$ cat src/rtl/ranging_sequencer_if.sv
// Pin- and result-side signals of one ultrasonic ranging channel.
// The sequencer takes the slave side. The sensor model or the host logic takes the master side.
interface ranging_sequencer_if #(
    parameter int CW = 32
);
    logic          enable;
    logic          start;
    logic          echo;
    logic          trig;
    logic          busy;
    logic          meas_valid;
    logic [CW-1:0] meas_cycles;
    logic          meas_timeout;

    modport master (
        output enable, start, echo,
        input  trig, busy, meas_valid, meas_cycles, meas_timeout
    );

    modport slave (
        input  enable, start, echo,
        output trig, busy, meas_valid, meas_cycles, meas_timeout
    );
endinterface

$ cat src/rtl/ranging_sequencer.sv
// One ultrasonic ranging cycle at a time: trig pulse, wait for echo rise,
// measure echo width, hold off. Runs continuously while enabled or once per start.
module ranging_sequencer #(
    parameter int TRIG_CYCLES  = 120,
    parameter int RISE_TIMEOUT = 36000,
    parameter int MAX_ECHO     = 456000,
    parameter int HOLDOFF      = 720000,
    parameter int CW           = 32
) (
    input  logic                 clk,
    input  logic                 reset,
    ranging_sequencer_if.slave   rs
);

    localparam logic [CW-1:0] TRIG_LAST = CW'(TRIG_CYCLES - 1);
    localparam logic [CW-1:0] RISE_LAST = CW'(RISE_TIMEOUT - 1);
    localparam logic [CW-1:0] ECHO_CAP  = CW'(MAX_ECHO);
    localparam logic [CW-1:0] HOLD_LAST = CW'(HOLDOFF - 1);

    typedef enum logic [2:0] {
        S_IDLE,
        S_TRIG,
        S_WAIT_RISE,
        S_MEASURE,
        S_HOLDOFF
    } state_t;

    state_t        state_q, state_d;
    logic [CW-1:0] cnt_q, cnt_d;
    logic          trig_q, trig_d;
    logic          busy_q, busy_d;
    logic          meas_valid_q, meas_valid_d;
    logic [CW-1:0] meas_cycles_q, meas_cycles_d;
    logic          meas_timeout_q, meas_timeout_d;
    logic          sync1_q, sync1_d;
    logic          sync2_q, sync2_d;
    logic          sync3_q, sync3_d;

    // es is the synchronized echo. sync3 is its one-cycle-old copy for rise detection.
    logic es;
    logic es_rise;
    assign es      = sync2_q;
    assign es_rise = sync2_q & ~sync3_q;

    // Next-state and output decode. The shared counter restarts on every state entry.
    always_comb begin
        state_d        = state_q;
        cnt_d          = cnt_q + CW'(1);
        trig_d         = trig_q;
        busy_d         = busy_q;
        meas_valid_d   = 1'b0;
        meas_cycles_d  = meas_cycles_q;
        meas_timeout_d = meas_timeout_q;
        sync1_d        = rs.echo;
        sync2_d        = sync1_q;
        sync3_d        = sync2_q;

        case (state_q)
            S_IDLE: begin
                cnt_d = '0;
                if (rs.enable || rs.start) begin
                    state_d = S_TRIG;
                    trig_d  = 1'b1;
                    busy_d  = 1'b1;
                end
            end
            S_TRIG: begin
                if (cnt_q == TRIG_LAST) begin
                    state_d = S_WAIT_RISE;
                    trig_d  = 1'b0;
                    cnt_d   = '0;
                end
            end
            S_WAIT_RISE: begin
                // An echo that is already high on entry gives no rise, so it ends in the timeout branch.
                if (es_rise) begin
                    state_d = S_MEASURE;
                    cnt_d   = CW'(1);
                end else if (cnt_q == RISE_LAST) begin
                    state_d        = S_HOLDOFF;
                    cnt_d          = '0;
                    meas_valid_d   = 1'b1;
                    meas_cycles_d  = '0;
                    meas_timeout_d = 1'b1;
                end
            end
            S_MEASURE: begin
                if (!es) begin
                    state_d        = S_HOLDOFF;
                    cnt_d          = '0;
                    meas_valid_d   = 1'b1;
                    meas_cycles_d  = cnt_q;
                    meas_timeout_d = 1'b0;
                end else if (cnt_q == ECHO_CAP) begin
                    // Any echo still high after this is absorbed by the holdoff.
                    state_d        = S_HOLDOFF;
                    cnt_d          = '0;
                    meas_valid_d   = 1'b1;
                    meas_cycles_d  = ECHO_CAP;
                    meas_timeout_d = 1'b1;
                end
            end
            S_HOLDOFF: begin
                if (cnt_q == HOLD_LAST) begin
                    cnt_d = '0;
                    if (rs.enable) begin
                        state_d = S_TRIG;
                        trig_d  = 1'b1;
                    end else begin
                        state_d = S_IDLE;
                        busy_d  = 1'b0;
                    end
                end
            end
            default: begin
                state_d = S_IDLE;
                cnt_d   = '0;
                trig_d  = 1'b0;
                busy_d  = 1'b0;
            end
        endcase
    end

    // State, counter, synchronizer and registered outputs. Reset drops trig without waiting for a clock.
    always_ff @(posedge clk or posedge reset) begin
        if (reset) begin
            state_q        <= S_IDLE;
            cnt_q          <= '0;
            trig_q         <= 1'b0;
            busy_q         <= 1'b0;
            meas_valid_q   <= 1'b0;
            meas_cycles_q  <= '0;
            meas_timeout_q <= 1'b0;
            sync1_q        <= 1'b0;
            sync2_q        <= 1'b0;
            sync3_q        <= 1'b0;
        end else begin
            state_q        <= state_d;
            cnt_q          <= cnt_d;
            trig_q         <= trig_d;
            busy_q         <= busy_d;
            meas_valid_q   <= meas_valid_d;
            meas_cycles_q  <= meas_cycles_d;
            meas_timeout_q <= meas_timeout_d;
            sync1_q        <= sync1_d;
            sync2_q        <= sync2_d;
            sync3_q        <= sync3_d;
        end
    end

    assign rs.trig         = trig_q;
    assign rs.busy         = busy_q;
    assign rs.meas_valid   = meas_valid_q;
    assign rs.meas_cycles  = meas_cycles_q;
    assign rs.meas_timeout = meas_timeout_q;

endmodule

$ cat src/flat_wrapper.sv
// flat-port wrapper written by rule: the top's interface ports become plain ports
module ranging_sequencer_flat 
#(
    parameter int TRIG_CYCLES  = 120,
    parameter int RISE_TIMEOUT = 36000,
    parameter int MAX_ECHO     = 456000,
    parameter int HOLDOFF      = 720000,
    parameter int CW           = 32
)
  (clk, reset, rs_enable, rs_start, rs_echo, rs_trig, rs_busy, rs_meas_valid, rs_meas_cycles, rs_meas_timeout);
  ranging_sequencer_if #(.CW(CW)) rs_i ();
  input  logic clk;
  input  logic reset;
  input wire logic [$bits(rs_i.enable)-1:0] rs_enable;
  input wire logic [$bits(rs_i.start)-1:0] rs_start;
  input wire logic [$bits(rs_i.echo)-1:0] rs_echo;
  output wire logic [$bits(rs_i.trig)-1:0] rs_trig;
  output wire logic [$bits(rs_i.busy)-1:0] rs_busy;
  output wire logic [$bits(rs_i.meas_valid)-1:0] rs_meas_valid;
  output wire logic [$bits(rs_i.meas_cycles)-1:0] rs_meas_cycles;
  output wire logic [$bits(rs_i.meas_timeout)-1:0] rs_meas_timeout;
  assign rs_i.enable = rs_enable;
  assign rs_i.start = rs_start;
  assign rs_i.echo = rs_echo;
  assign rs_trig = rs_i.trig;
  assign rs_busy = rs_i.busy;
  assign rs_meas_valid = rs_i.meas_valid;
  assign rs_meas_cycles = rs_i.meas_cycles;
  assign rs_meas_timeout = rs_i.meas_timeout;
  ranging_sequencer #(.TRIG_CYCLES(TRIG_CYCLES), .RISE_TIMEOUT(RISE_TIMEOUT), .MAX_ECHO(MAX_ECHO), .HOLDOFF(HOLDOFF), .CW(CW)) u_core (.clk(clk), .reset(reset), .rs(rs_i));
endmodule
$ cat config.mk
export PLATFORM = sky130hd
export DESIGN_NAME = ranging_sequencer_flat
export DESIGN_NICKNAME = d
export VERILOG_FILES = /design/src/rtl/ranging_sequencer_if.sv /design/src/rtl/ranging_sequencer.sv /design/src/flat_wrapper.sv
export SDC_FILE = /design/constraint.sdc
export NUM_CORES = 1
export LEC_CHECK = 0
export BUFFER_PORTS_ARGS = -buffer_cell sky130_fd_sc_hd__buf_2
export CORE_MARGIN = 2
export CORE_UTILIZATION = 52
export DETAILED_ROUTE_END_ITERATION = 7
export GPL_TIMING_DRIVEN = 0
export MAX_ROUTING_LAYER = met4
export PLACE_DENSITY = 0.75
export SLEW_MARGIN = 20
export SYNTH_ARGS = -nofsm -noshare
export SYNTH_HDL_FRONTEND = slang
export SYNTH_SLANG_ARGS = --single-unit
$ cat constraint.sdc
create_clock -name clk -period 5.47 [get_ports clk]
set_clock_uncertainty 0.1 [all_clocks]
set_input_delay 0.547 -clock clk [delete_from_list [all_inputs] [get_ports clk]]
set_output_delay 0.547 -clock clk [all_outputs]
set_load 0.05 [all_outputs]
==> impl_metrics.py <==
metrics = {
    "status": {
        "status": "finished, final reports clean",
    },
    "critical_path": {
        "path_max_fanout": 9,
        "worstPathRequired_ns": 5.65,
        "endpoint_kind": "flip-flop",
        "cp-startpoint": "u_core.cnt_q[1]$_DFF_PP0_",
        "reg2reg_from": "u_core.cnt_q[1]$_DFF_PP0_",
        "cp_slowest_cell": "nor4_4",
        "max_stage_delay_ns": 0.62,
        "critPathLaunchType": "flip-flop",
        "crit_arrival_ns": 2.66,
        "crit_type": "flip-flop to flip-flop",
        "path_cells": "ha_1 -> nand4_1 -> nor4_4 -> nand3_1 -> or3_1 -> a22oi_2",
    },
    "sta": {
        "worst_slew_pin_slew_ns": 0.661,
        "min_period_ns": 2.48,
        "fmax_mhz": 403,
        "maxSlewHeadroom": 0.556,
        "rsz0062_at_grt": "false",
        "finalCritPeriodShare": 0.453,
        "setup_tns_ns": 0,
        "finalHoldViolCount": 0,
        "drv_slew": 0,
        "setup_viol": 0,
    },
    "synth": {
        "yosys-top-cells-count": "74 x dfrtp_1, 26 x a21oi_2, 23 x a22o_1",
        "ys_seq_area_frac": 0.491,
        "ys_warn_count": 0,
        "ys_seq_elements": 74,
        "synth_top_area_frac": 0.491,
        "avgSynthCellArea_um2": 10.9,
        "yosysMostFrequentCell": "dfrtp_1",
        "synth_nets": 352,
        "syn_inst": 345,
        "yosysUniqueCellTypes": 52,
        "netlist.top_cell.by_area": "dfrtp_1",
        "synthFlopType": "dfrtp_1",
        "ys_top_cells_by_area": "dfrtp_1 49%, a21oi_2 6.0%, a22o_1 5.3%, xnor2_1 3.0%, xor2_1 3.0%",
        "synth_edf_count": 0,
        "async_reset_ff_frac": 1.00,
        "netlist_area_um2": 3770,
    },
    "drt": {
        "vias": 2922,
        "dr.pass1.iters": 4,
        "wl_per_cell_um": 16.5,
        "antenna_left": 0,
        "routed_via_density": 5.83,
        "drc_errors": 0,
        "drt_iter0_drc": 176,
        "wl_um": 8270,
    },
    "floorplanning": {
        "initial_core_util": 0.529,
        "core_area_um2": 7140,
        "die_y_um": 89.2,
        "dieWidth_um": 89.2,
        "die-area_um2": 7950,
        "row_count": 31,
        "pin_count": 41,
    },
    "power": {
        "p_leak_uw": 0.00196,
        "ir_drop_v": 0.000136,
        "powerDensity_nw_per_um2": 282,
        "p_total_uw": 1220,
    },
    "layout": {
        "antennaDiodeCount": 0,
        "nNetsFinal": 404,
        "design_area_um2": 4320,
        "synthToLayoutAreaGrowth_pct": 14.4,
        "fillCellCount": 633,
        "final_core_util": 0.605,
        "drive_gt1_frac": 0.289,
    },
    "clock_tree": {
        "insertion_delay_ns": 0.36,
        "clockBufferDepth": 2,
        "cts_buffers": 9,
        "cts_resized": 0,
        "cts_sinks": 74,
        "cts_htree_levels": 3,
        "cts_tree": "built",
        "clk_pin_slew_worst_paths_ns": 0.08,
        "hold_buffers": 0,
        "post_cts_buffers": 0,
        "root_buffer": "clkbuf_8",
    },
    "global_routing": {
        "grt.total_usage": 0.236,
        "grt_max_degree": 39,
        "antenna_found_initial": 0,
        "grt_pass1_wl_um": 13800,
        "gr-total-overflow": 0,
        "first_global_vias": 2730,
    },
    "place": {
        "place_area_um2": 4120,
        "dp_hpwl_um": 5840,
        "port_buffers": 40,
        "gp_congestion": 0.930,
    },
    "run": {
        "maxCapViolCount": 0,
    },
    "worst_hold_path": {
        "hold_class": "primary input to asynchronous set/reset pin",
    },
}
==> kinds of logic (layout without fill, tap and decap cells) <==
logic type,count (synthesis),in the layout,share of synthesized area
AOI/OAI and AO/OA,87,87,0.192
xor gates and xnor gates,26,26,0.0603
adders and majority gates,2,2,0.00663
buffers and inverters,36,93,0.0564
DFF,74,74,0.491
muxes,1,1,0.00265
and+or+nand+nor,119,119,0.191
==> stage by stage <==
step | worst slack [ns] | hold slack (ns) | instances
after floorplan | 2.94 | 0.231 | 345
after global placement | 2.10 | 0.232 | 484
after detailed placement | 3.00 | 0.236 | 485
after CTS | 2.98 | 0.125 | 501
after global routing | 2.82 | 0.150 | 501
final | 2.99 | 0.109 | 501
==> area by class of cell <==
| type | instances | area (µm²) | area share |
|---|---|---|---|
| Multi-Input combinational cell | 235 | 1710 | 0.396 |
| Timing Repair Buffer | 41 | 220 | 0.0510 |
| Tap cell | 99 | 124 | 0.0287 |
| Clock inverter | 4 | 51.3 | 0.0119 |
| Sequential cell | 74 | 1850 | 0.429 |
| Inverter | 12 | 47.5 | 0.0110 |
| Clock buffer | 12 | 145 | 0.0336 |
| Buffer | 24 | 168 | 0.0388 |
==> flip-flops by register name, summed over array words and instances (netlist names) <==
| name | count |
|---|---|
| u_core.rs.busy | 1 |
| u_core.state_q | 3 |
| u_core.es | 1 |
| u_core.rs.trig | 1 |
| u_core.rs.meas_timeout | 1 |
| u_core.sync3_q | 1 |
| u_core.sync1_q | 1 |
| u_core.cnt_q | 32 |
| u_core.rs.meas_valid | 1 |
| u_core.rs.meas_cycles | 32 |
==> metal layers <==
| layer | track usage | vias up | routed length (µm) |
|---|---|---|---|
| met5 | - | - | 0 |
| met2 | 0.352 | 83 | 3900 |
| met3 | 0.0462 | 13 | 418 |
| met1 | 0.325 | 1456 | 3800 |
| met4 | 0.0801 | 0 | 150 |
| li1 | - | 1370 | - |
==> worst paths after layout <==
check / cells past startpoint / slack [ns] / endpoint
worst min register to register: 0 / 0.25 / u_core.es$_DFF_PP0_
max in group asynchronous: 3 / 4.61 / u_core.state_q[1]$_DFFE_PP0P_
worst min-delay path: 2 / 0.11 / u_core.rs.meas_cycles[9]$_DFFE_PP0P_
worst max register to register: 6 / 2.99 / u_core.cnt_q[28]$_DFF_PP0_
worst max-delay path: 6 / 2.99 / u_core.cnt_q[28]$_DFF_PP0_
min in group clk: 1 / 0.20 / u_core.sync1_q$_DFF_PP0_
==> where the power goes <==
part | switching, µW | internal (µW) | total [µW]
combinational | 123 | 70.0 | 193
clock | 203 | 224 | 427
sequential | 21.4 | 575 | 596
==> critical path: cells and delay by family (launching register included) <==
family	cells	cell delay, ns
AND/OR/NAND/NOR	4	1.44
flip-flops	1	0.43
adder cells (fa/ha/maj)	1	0.28
AO/OA/AOI/OAI	1	0.15
==> placed cells by master (no fill, tap or decap), types with 11 or more instances in the layout <==
cell type / n
xor2_1: 13
a21oi_2: 26
a21oi_1: 12
nand3_1: 13
xnor2_1: 13
a22o_1: 23
nand2_1: 22
nor3_1: 14
nand4_1: 11
dfrtp_1: 74
buf_2: 48
nor2_1: 12
Note: power is estimated with default switching activity, not from simulation.
